<file path="config.mk">
export PLATFORM = sky130hd
export DESIGN_NAME = mem_op_decode_q
export DESIGN_NICKNAME = d
export VERILOG_FILES = /design/src/rtl/mem_op_pkg.sv /design/src/rtl/mem_op_fifo.sv /design/src/rtl/mem_op_decode_q.sv
export SDC_FILE = /design/constraint.sdc
export NUM_CORES = 1
export LEC_CHECK = 0
export CAP_MARGIN = 20
export CORE_MARGIN = 5
export CORE_UTILIZATION = 52
export DETAILED_ROUTE_END_ITERATION = 8
export PLACE_DENSITY = 0.81
export SLEW_MARGIN = 20
export SYNTH_ARGS = -nofsm -noshare
export SYNTH_HDL_FRONTEND = slang
export SYNTH_SLANG_ARGS = --single-unit
</file>
<file path="constraint.sdc">
create_clock -name clk -period 4.4 [get_ports clk]
set_input_delay 0.88 -clock clk [delete_from_list [all_inputs] [get_ports clk]]
set_output_delay 0.88 -clock clk [all_outputs]
set_load 0.05 [all_outputs]
</file>
<file path="src/rtl/mem_op_pkg.sv">
// Shared types and helpers for the load/store op decoder and its output FIFO.
package mem_op_pkg;

  typedef enum logic [1:0] {
    MEM_B = 2'd0,
    MEM_H = 2'd1,
    MEM_W = 2'd2,
    MEM_D = 2'd3
  } mem_size_e;

  typedef struct packed {
    logic      store;
    mem_size_e size;
    logic      signed_en;
  } mem_op_t;

  localparam logic [6:0] OP_LOAD  = 7'b0000011;
  localparam logic [6:0] OP_STORE = 7'b0100011;

  // Byte-lane pattern for an access of the given size, anchored at lane 0.
  function automatic logic [7:0] size_lanes(input mem_size_e s);
    case (s)
      MEM_B:   return 8'h01;
      MEM_H:   return 8'h03;
      MEM_W:   return 8'h0F;
      default: return 8'hFF;
    endcase
  endfunction

  // Low address bits that must be zero for a naturally aligned access.
  function automatic logic [2:0] size_mask(input mem_size_e s);
    case (s)
      MEM_B:   return 3'b000;
      MEM_H:   return 3'b001;
      MEM_W:   return 3'b011;
      default: return 3'b111;
    endcase
  endfunction

endpackage

</file>
<file path="src/rtl/mem_op_fifo.sv">
// Generic DEPTH-entry synchronous FIFO with flush; pointer pair plus occupancy count.
module mem_op_fifo #(
  parameter int WIDTH = 8,
  parameter int DEPTH = 2
) (
  input  logic             clk,
  input  logic             rst,
  input  logic             flush_i,
  input  logic             push_i,
  input  logic [WIDTH-1:0] data_i,
  input  logic             pop_i,
  output logic [WIDTH-1:0] data_o,
  output logic             valid_o,
  output logic             full_o
);

  localparam int PTR_W = $clog2(DEPTH);
  localparam int CNT_W = PTR_W + 1;

  logic [WIDTH-1:0] mem_q [DEPTH];
  logic [PTR_W-1:0] wr_ptr_q, wr_ptr_d, rd_ptr_q, rd_ptr_d;
  logic [CNT_W-1:0] count_q, count_d;

  always_comb begin
    wr_ptr_d = wr_ptr_q;
    rd_ptr_d = rd_ptr_q;
    count_d  = count_q;
    if (flush_i) begin
      wr_ptr_d = '0;
      rd_ptr_d = '0;
      count_d  = '0;
    end else begin
      if (push_i) wr_ptr_d = wr_ptr_q + PTR_W'(1);
      if (pop_i)  rd_ptr_d = rd_ptr_q + PTR_W'(1);
      case ({push_i, pop_i})
        2'b10:   count_d = count_q + CNT_W'(1);
        2'b01:   count_d = count_q - CNT_W'(1);
        default: count_d = count_q;
      endcase
    end
  end

  always_ff @(posedge clk) begin
    if (rst) begin
      wr_ptr_q <= '0;
      rd_ptr_q <= '0;
      count_q  <= '0;
    end else begin
      wr_ptr_q <= wr_ptr_d;
      rd_ptr_q <= rd_ptr_d;
      count_q  <= count_d;
    end
  end

  // Storage carries no reset; occupancy alone decides what is visible.
  always_ff @(posedge clk) begin
    if (push_i) mem_q[wr_ptr_q] <= data_i;
  end

  assign data_o  = mem_q[rd_ptr_q];
  assign valid_o = (count_q != '0);
  assign full_o  = (count_q == CNT_W'(DEPTH));

endmodule

</file>
<file path="src/rtl/mem_op_decode_q.sv">
// Load/store op decoder: decodes size/sign, computes address, byte enables and
// fault flags, and queues results toward the memory stage.
module mem_op_decode_q
  import mem_op_pkg::*;
#(
  parameter int XLEN  = 32,
  parameter int DEPTH = 2,
  parameter int TAG_W = 4
) (
  input  logic              clk,
  input  logic              rst,
  input  logic              flush,
  input  logic              in_valid,
  output logic              in_ready,
  input  logic [6:0]        in_op,
  input  logic [2:0]        in_funct3,
  input  logic [XLEN-1:0]   in_base,
  input  logic [11:0]       in_imm,
  input  logic [TAG_W-1:0]  in_tag,
  output logic              out_valid,
  input  logic              out_ready,
  output mem_op_t           out_op,
  output logic [XLEN-1:0]   out_addr,
  output logic [XLEN/8-1:0] out_be,
  output logic              out_misaligned,
  output logic              out_illegal,
  output logic [TAG_W-1:0]  out_tag,
  output logic [15:0]       misaligned_cnt
);

  localparam int  BE_W    = XLEN / 8;
  localparam int  OFF_W   = $clog2(BE_W);
  localparam bit  IS_RV32 = (XLEN == 32);

  typedef struct packed {
    mem_op_t           op;
    logic [XLEN-1:0]   addr;
    logic [BE_W-1:0]   be;
    logic              misaligned;
    logic              illegal;
    logic [TAG_W-1:0]  tag;
  } entry_t;

  entry_t      entry_d, head, head_vis;
  mem_size_e   sz;
  logic [BE_W-1:0] lanes;
  logic        push, pop, fifo_full;
  logic [15:0] cnt_q, cnt_d;

  always_comb begin
    sz                = mem_size_e'(in_funct3[1:0]);
    entry_d           = '0;
    entry_d.op        = '{store: in_op[5], size: sz, signed_en: !in_funct3[2]};
    entry_d.addr      = in_base + {{(XLEN-12){in_imm[11]}}, in_imm};
    entry_d.tag       = in_tag;
    entry_d.illegal   = ((in_op != OP_LOAD) && (in_op != OP_STORE))
                        || (sz == MEM_D && IS_RV32)
                        || (in_op[5] && in_funct3[2])
                        || (in_funct3 == 3'b111);
    entry_d.misaligned = !entry_d.illegal && (|(entry_d.addr[2:0] & size_mask(sz)));
    lanes             = BE_W'(size_lanes(sz));
    entry_d.be        = (entry_d.illegal || entry_d.misaligned) ? '0
                        : (lanes << entry_d.addr[OFF_W-1:0]);
  end

  // Acceptance depends only on rst/flush/occupancy, never on out_ready.
  assign in_ready = !rst && !flush && !fifo_full;
  assign push     = in_valid && in_ready;
  assign pop      = out_valid && out_ready;

  mem_op_fifo #(
    .WIDTH ($bits(entry_t)),
    .DEPTH (DEPTH)
  ) u_fifo (
    .clk     (clk),
    .rst     (rst),
    .flush_i (flush),
    .push_i  (push),
    .data_i  (entry_d),
    .pop_i   (pop),
    .data_o  (head),
    .valid_o (out_valid),
    .full_o  (fifo_full)
  );

  always_comb begin
    cnt_d = cnt_q;
    if (push && entry_d.misaligned && (cnt_q != 16'hFFFF)) cnt_d = cnt_q + 16'd1;
  end

  always_ff @(posedge clk) begin
    if (rst) cnt_q <= '0;
    else     cnt_q <= cnt_d;
  end

  assign head_vis       = out_valid ? head : '0;
  assign out_op         = head_vis.op;
  assign out_addr       = head_vis.addr;
  assign out_be         = head_vis.be;
  assign out_misaligned = head_vis.misaligned;
  assign out_illegal    = head_vis.illegal;
  assign out_tag        = head_vis.tag;
  assign misaligned_cnt = cnt_q;

endmodule

</file>
# After elaboration in Yosys (flattened, before gate mapping)
# Memory sizes are Yosys's and may differ from the RTL's. A register that Yosys moved wholly into a read port is not among the register bits.
# Index checks and enable logic that the tools add are counted.
totals:
  register_bits: 20
  latchBits: 0
  ramBits: 92
  mem_bits_ro: 0
  inputBits: 63
  out_inout_bits: 64
  word_cells: 55
  n_memories: 1
mem_list:
  columns: ["memory", "words", "width", "read_ports", "rd_clocked_by_memory_dff", "write_ports", "line_no", "text"]
  rows:
  - ["u_fifo.mem_q", 2, 46, 1, 1, 1, "mem_op_fifo.sv:20", "logic [WIDTH-1:0] mem_q [DEPTH];"]
classes:
  add_sub_neg: 6
  n_mul: 0
  n_div: 0
  n_lt_le_gt_ge: 0
  n_eq_ne: 10
  n_shift: 1
  mux: 9
  bitwise_logic: 1
  reduce_logical: 23
op_table:
  columns: ["operator", "count"]
  rows:
  - ["46-bit two-way mux", 1]
  - ["32-bit adder", 1]
  - ["16-bit by 1-bit adder with 16-bit output, second input constant", 1]
  - ["16-bit inequality test, second input constant", 1]
  - ["4-bit one-hot mux with 3 select lines", 1]
  - ["1-bit logical AND", 9]
  - ["3-bit one-hot mux with 3 select lines", 1]
  - ["2-bit equality test, second input constant", 4]
  - ["7-bit by 2-bit inequality test with 1-bit output, second input constant", 1]
  - ["7-bit by 6-bit inequality test with 1-bit output, second input constant", 1]
  - ["1-bit logical NOT", 5]
  - ["2-bit by 1-bit equality test with 1-bit output, second input constant", 2]
  - ["1-bit logical OR", 4]
  - ["1-bit two-way mux", 4]
  - ["4-bit two-way mux", 1]
  - ["2-bit one-hot mux with 2 select lines", 1]
  - ["2-bit nonzero test", 2]
  - ["4-bit by 2-bit << shifter with 4-bit output", 1]
  - ["3-bit bitwise AND", 1]
  - ["3-bit equality test, second input constant", 1]
  - ["3-bit OR reduction", 1]
  - ["1-bit adder, second input constant", 2]
  - ["2-bit by 1-bit adder with 2-bit output, second input constant", 1]
  - ["2-bit logical NOT", 1]
  - ["other kinds (2)", 2]

# Depth between registers and ports, before layout
# Gate-level depths: netlist of the first run.
logic_depth:
  depth_word: 9
  ltp_mapped: 12
  mapped_depth_nobuf: 10

# Modules after synthesis
# From an unflattened synthesis of the first run, not the netlist that was laid out.
hier_totals:
  cells_unflattened: 544
  hier_area_um2: 6233.5
modules_own_cells:
  columns: ["mod", "instances", "cells_each", "area_each_um2", "seq_area_each_um2"]
  rows:
  - ["mem_op_fifo", 1, 165, 3520.9, 2862.7]
  - ["mem_op_decode_q", 1, 379, 2712.6, 320.3]

# Worst setup path after synthesis of the first run
# Ideal clock, no wire load.
synth_path:
  kind: "input port to flip-flop"
  start: "in flush"
  end: "mem u_fifo.mem_q[0][0] (netlist bit) (enable)"
  arrival_time_ns: 3.575
  required_time_ns: 3.950
  path_slack_ns: 0.376
  stages: 3
  n_path_buf: 0
  path_cell_list: "a211oi_4 -> nand2_2 -> nor2_1"
synth_between:
  elab_chain_len: 6
synth_lines:
  columns: ["item", "line_no", "text"]
  rows:
  - ["start: declaration", "mem_op_decode_q.sv:12", "input logic flush,"]
  - ["1-bit logical NOT", "mem_op_decode_q.sv:67", "assign in_ready = !rst && !flush && !fifo_full;"]
  - ["1-bit logical AND (2 in series)", "mem_op_decode_q.sv:67", null]
  - ["1-bit logical AND", "mem_op_decode_q.sv:68", "assign push = in_valid && in_ready;"]
  - ["1-bit two-way mux", "mem_op_fifo.sv:57", "if (push_i) mem_q[wr_ptr_q] <= data_i;"]
  - ["1-bit two-way mux (implied by the code)", "mem_op_fifo.sv:57", null]
  - ["end: declaration", "mem_op_fifo.sv:20", null]
# Every way passes these cells.

==> results of run 1 <==
## synth_stat cells, drive strengths merged, types with 4 or more instances
| library cell | instances | area share [%] |
|---|---|---|
| nor2 | 74 | 4.5 |
| nand2 | 20 | 1.3 |
| a21o | 21 | 2.6 |
| a21oi | 31 | 2.5 |
| nand4 | 7 | 0.72 |
| and3 | 6 | 0.61 |
| a31oi | 5 | 0.51 |
| dfxtp | 21 | 6.9 |
| a211oi | 7 | 1.1 |
| nand3 | 13 | 1.1 |
| inv | 16 | 0.98 |
| nor4 | 4 | 0.41 |
| xor2 | 13 | 1.9 |
| ha | 33 | 6.8 |
| or3 | 4 | 0.41 |
| clkbuf | 13 | 0.80 |
| nor3 | 17 | 1.8 |
| o21ai | 19 | 1.6 |
| buf | 7 | 0.70 |
| xnor2 | 36 | 5.2 |
| edfxtp | 92 | 45 |
| mux2i | 47 | 7.7 |
## worst max-delay path: cells and delay by family
family / cells / cell delay [ns]
xor+xnor: 1 / 0.18
compound gates: 7 / 1.84
buf+inv: 1 / 0.41
fa+ha+maj: 2 / 0.63
## final cells by class
class	count	area [um2]	area share, %
sequential	113	3184	38.84
multi-input combinational	392	2801	34.17
timing repair buffer	136	1349	16.45
clock buffer	19	432.9	5.281
clock inverter	13	191.4	2.335
tap	143	178.9	2.183
inverter	16	60.06	0.7326
## worst max-delay path by stage
stage,endpoint,slack [ns],cells after the start
2_1_floorplan,u_fifo.mem_q[0][0],0.38,3
6_report,u_fifo.mem_q[0][40],0.61,11
3_3_place_gp,u_fifo.mem_q[1][36],0.31,11
3_5_place_dp,u_fifo.mem_q[0][36],0.23,11
4_1_cts,u_fifo.mem_q[0][40],0.64,11
5_1_grt,u_fifo.mem_q[1][36],0.38,11
## registers in the layout, summed over array words and instances (netlist names), named ones only
register and cells:
misaligned_cnt 16, u_fifo.wr_ptr_q 1, u_fifo.count_q 2, u_fifo.mem_q 92
u_fifo.rd_ptr_q 1
## cell families after synthesis
family | after synthesis | synth area share [%]
compound gates | 105 | 11.48
fa+ha+maj | 34 | 7.082
mux | 47 | 7.695
simple gates | 157 | 12.18
flops | 113 | 52.07
xor+xnor | 49 | 7.020
buf+inv | 36 | 2.476
## power breakdown
group	switching (mW)	internal [mW]
Sequential	0.00643	1.21
Combinational	0.250	0.194
Clock	0.452	0.993
## routing by layer
metal | share of wire, % | up-vias
met5 | 0 | -
met4 | 2.5 | 0
met3 | 5.8 | 33
met2 | 52 | 181
met1 | 39 | 2229
li1 | - | 2270
==> run_results.csv, run 1 <==
group,metric,value,unit
worst_setup_path,cp_cell_sequence,"clkdlybuf4s50_1 -> ha_1 -> fa_1 -> a21o_1 -> a221oi_2 -> o21ai_1 -> a21oi_1 -> o21ai_1 -> a311oi_1 -> o21ai_0 -> xor2_1",
worst_setup_path,rr_worst_depth,8,
global_routing,grt.overflow.total,0,
sta,rsz0062_at_grt,"false",
placement,place_area,0.007574,mm2
final_layout,antenna_cells,0,
sta,final-hold-violation-count,0,
global_routing,grt_pass1_wl,23250,um
placement,post-place-ws,0.2324,ns
floorplan,rows,39,
cts,clk_latency,0.40,ns
global_routing,grtUsageTotal,20.25,%
worst_hold_path,hp-class,"reg -> reg",
sta,fin_ws,0.6090,ns
worst_setup_path,cp-startpoint,"in_base[0]",
sta,hold_slack,0.5398,ns
outcome,run_status,"complete, no violations",
logic_synthesis,syn_area,0.006113,mm2
logic_synthesis,ys.flop_type,"edfxtp_1",
final_layout,mostFrequentLayoutCells,"clkdlybuf4s50_1 (126), edfxtp_1 (92), nor2_1 (71)",
placement,gp_congestion,0.8516,
sta,slew_violations,0,
floorplan,ioPinCount,127,
drt,wl_per_cell,16.95,um
power,p_leak,2.897,nW
cts,htree_num_levels,4,
logic_synthesis,synthDistinctLibCells,55,
logic_synthesis,avgSynthCellArea,11.30,um2
cts,clkTransAtPathRegs,0.05,ns
final_layout,fill_cells,817,
sta,fmax,263.8,MHz
global_routing,grt_pass1_vias,4844,
power,ir_drop,291.5,uV
floorplan,dieHeight,118.4,um
logic_synthesis,ys_seq_area_share,52.07,%
cts,root_buffer,"clkbuf_16",
final_layout,areaGrowthSynthToFinish,34.10,%
final_layout,final_core_util,71.49,%
final_layout,design_area,0.008198,mm2
cts,post_cts_buffers,0,
cts,numCtsBuffers,17,
floorplan,initial_core_util,53.31,%
global_routing,grt_use_met3,5.587,%
worst_setup_path,reg2reg_to,"misaligned_cnt[15]",
logic_synthesis,ys_ff_latch,113,
worst_setup_path,path_common_cell,"o21ai_1",
global_routing,globalRoute.busiestLayer,"met2",
floorplan,core,0.01147,mm2
drt,drtPass1Iterations,5,
floorplan,chipWidth,118.4,um
final_layout,drive_above_1_share,7.837,%
sta,min_period,3.791,ns
drt,drcViolationCount,0,
logic_synthesis,async_reset_ff_share,0,%
sta,setup_viol,0,
logic_synthesis,syn_inst,541,
power,p_total,3.106,mW
final_layout,fin_nets,773,
global_routing,antenna_found_initial,0,
sta,fin_tns_setup,0,ns
sta,relSlewSlack,58.11,%
logic_synthesis,syn_nets,638,
cts,cts_tree,"done",
cts,cts_sinks,113,
worst_setup_path,worst-r2r-setup-slack,1.77,ns
placement,dp_cells,800,
sta,fin_skew,0.006161,ns
global_routing,gr-usage-met2,35.55,%
worst_setup_path,end_kind,"flop",
floorplan,die-area,0.01402,mm2
final_layout,stdcell_count,832,
worst_setup_path,reg2reg_from,"u_fifo.count_q[0]",
final_layout,layout_commonest_cell,"clkdlybuf4s50_1",
drt,drtIter0Drc,427,
logic_synthesis,synth_edf_count,92,
power,p_per_area,378.9,mW/mm2
worst_setup_path,worstSetupStartpointType,"input pin",
drt,routed_wl,14100,um
cts,postCtsHoldBufs,0,
sta,worst-slew-pin-transition,0.6283,ns
worst_setup_path,cp.arrival,3.93,ns
drt,viasPerCell,5.665,
worst_hold_path,hold_start,"u_fifo.rd_ptr_q",
sta,period_share,86.16,%
worst_setup_path,slowest_stage,"a311oi_1",
global_routing,use_met1,23.11,%
worst_setup_path,crit_type,"in -> reg",
cts,postCtsResizedCells,0,
worst_setup_path,cp_data_required_time,4.54,ns
worst_setup_path,path_max_fanout,4,
placement,dp_hpwl,10030,um
worst_hold_path,hold_depth,2,
worst_setup_path,max_stage_delay,0.48,ns
drt,ant_nets,0,
placement,port_buffers,126,
logic_synthesis,ys_warn_count,0,
run,drv_cap,0,
global_routing,grt_max_degree,37,
drt,vias,4713,
cts,cts_buffer_depth,2,
No activity file was read; power rests on OpenSTA's default activity.
==> run 2, diff against run 1 <==
- CAP_MARGIN: 20 -> 10
- CORE_ASPECT_RATIO: not set -> 1.1
==> run 2 against run 1 <==
  * First-iteration DRC count shrank 33%
  * Cell area fell by 0.75%
  * Critical path depth increased by 1
  * Core utilization decreased by 0.68 points
  * Combinational power is essentially flat
  * Global-route usage is 0.18 points higher
  * Clock power decreased by 13%
  * Largest power group unchanged
  * Worst hold slack lost 0.0079 ns
==> run_results.csv, run 2 (same netlist as run 1, synthesis figures left out) <==
group,metric,value,unit
power,p_leak,2.879,nW
worst_setup_path,rr_worst_depth,8,
global_routing,gr-usage-met2,36.19,%
cts,cts_buffer_depth,2,
final_layout,seq_area,0.003184,mm2
global_routing,grt_pass1_wl,22540,um
final_layout,fin_nets,774,
global_routing,grt_max_degree,26,
cts,clkTransAtPathRegs,0.05,ns
final_layout,mostFrequentLayoutCells,"clkdlybuf4s50_1 (126), edfxtp_1 (92), nor2_1 (71)",
floorplan,die-area,0.01403,mm2
placement,gp_congestion,0.9239,
cts,htree_num_levels,4,
final_layout,regMostFlops,"u_fifo.mem_q",
worst_setup_path,crit_type,"in -> reg",
worst_setup_path,worstSetupStartpointType,"input pin",
placement,dp_hpwl,10390,um
sta,min_period,3.675,ns
worst_setup_path,cp.arrival,3.81,ns
sta,worst-slew-pin-transition,0.6813,ns
drt,drtPass1Iterations,5,
final_layout,design_area,0.008137,mm2
sta,fmax,272.1,MHz
sta,rsz0062_at_grt,"false",
cts,postCtsHoldBufs,0,
floorplan,initial_core_util,53.20,%
final_layout,areaGrowthSynthToFinish,33.09,%
global_routing,grt_pass1_vias,4741,
drt,drcViolationCount,0,
outcome,run_status,"complete, no violations",
global_routing,grt.overflow.total,0,
global_routing,grt_use_met3,4.859,%
power,ir_drop,174.0,uV
global_routing,use_met1,24.02,%
cts,post_cts_buffers,0,
cts,postCtsResizedCells,0,
final_layout,multi_input_area,0.002801,mm2
placement,port_buffers,126,
placement,place_area,0.007577,mm2
final_layout,layout_commonest_cell,"clkdlybuf4s50_1",
cts,root_buffer,"clkbuf_16",
worst_hold_path,hold_depth,2,
final_layout,antenna_cells,0,
power,p_per_area,357.7,mW/mm2
floorplan,chipWidth,113.4,um
drt,drtIter0Drc,285,
drt,wl_per_cell,16.43,um
run,drv_cap,0,
cts,clk_latency,0.40,ns
worst_setup_path,cp_data_required_time,4.54,ns
floorplan,rows,41,
global_routing,antenna_found_initial,1,
sta,relSlewSlack,54.58,%
floorplan,ioPinCount,127,
sta,final-hold-violation-count,0,
drt,viasPerCell,5.590,
cts,cts_tree,"done",
floorplan,core,0.01149,mm2
worst_hold_path,hp-class,"reg -> reg",
cts,numCtsBuffers,17,
drt,ant_nets,0,
global_routing,globalRoute.busiestLayer,"met2",
floorplan,dieHeight,123.7,um
drt,vias,4696,
sta,fin_tns_setup,0,ns
worst_setup_path,path_max_fanout,4,
final_layout,drive_above_1_share,7.826,%
sta,fin_skew,0.006724,ns
sta,setup_viol,0,
final_layout,largest_reg_flops,92,
sta,period_share,83.53,%
cts,cts_sinks,113,
final_layout,fill_cells,842,
drt,routed_wl,13810,um
global_routing,grtUsageTotal,20.43,%
sta,slew_violations,0,
worst_setup_path,end_kind,"flop",
==> run 2: changes by cell type in the layout (fill, tap and decap cells not counted), sizes merged <==
| cell | delta |
|---|---|
| buf | +1 |
| bufinv | -5 |
| clkbuf | +9 |
| clkinv | -2 |
| clkinvlp | -2 |
==> run 2: path summary, 6_finish.rpt <==
check	from	endpoint	slack (ns)
max	in_base[0]	u_fifo.mem_q[1][40]	0.72
min	u_fifo.rd_ptr_q	flop	0.53
max reg2reg	u_fifo.count_q[0]	misaligned_cnt[15]	1.82
min reg2reg	u_fifo.rd_ptr_q	flop	0.53
==> run 2: through the flow <==
stage	util, %	std cells	power (mW)	hold WS, ns	setup slack [ns]
CTS	70.81	840	2.934	0.5413	0.7318
finish	70.81	840	2.910	0.5318	0.7247
detailed placement	65.94	808	1.676	0.5300	0.3106
global placement	65.94	808	1.660	0.5023	0.3228
global route	70.81	840	3.032	0.5619	0.5450
floorplan	-	541	1.522	0.5184	0.3757
==> run 2: report_power, final <==
group          internal (mW)  switching (mW)
sequential              1.21         0.00668
clock                  0.826           0.422
combinational          0.196           0.249
total                   2.23           0.678
==> run 2: cell type report <==
| cell class | count | area share, % |
|---|---|---|
| sequential | 113 | 39.14 |
| multi-input combinational | 392 | 34.43 |
| timing repair buffer | 137 | 16.52 |
| clock buffer | 28 | 6.628 |
| tap | 150 | 2.307 |
| inverter | 16 | 0.7381 |
| clock inverter | 4 | 0.2460 |
==> run 2: critical path, stage by stage <==
cell,delay (ns)
clkdlybuf4s50_1,0.40
ha_1,0.22
fa_1,0.40
a21o_1,0.22
a221oi_2,0.28
o21ai_1,0.18
a21oi_1,0.26
o21ai_1,0.15
a311oi_1,0.35
buf_4,0.18
o21ai_0,0.10
xor2_1,0.17
==> run 2: routing by layer <==
layer  vias up  wire length, um
li1       2268                -
met4         2              259
met2       159             7091
met5         -               11
met1      2236             5517
met3        31              925
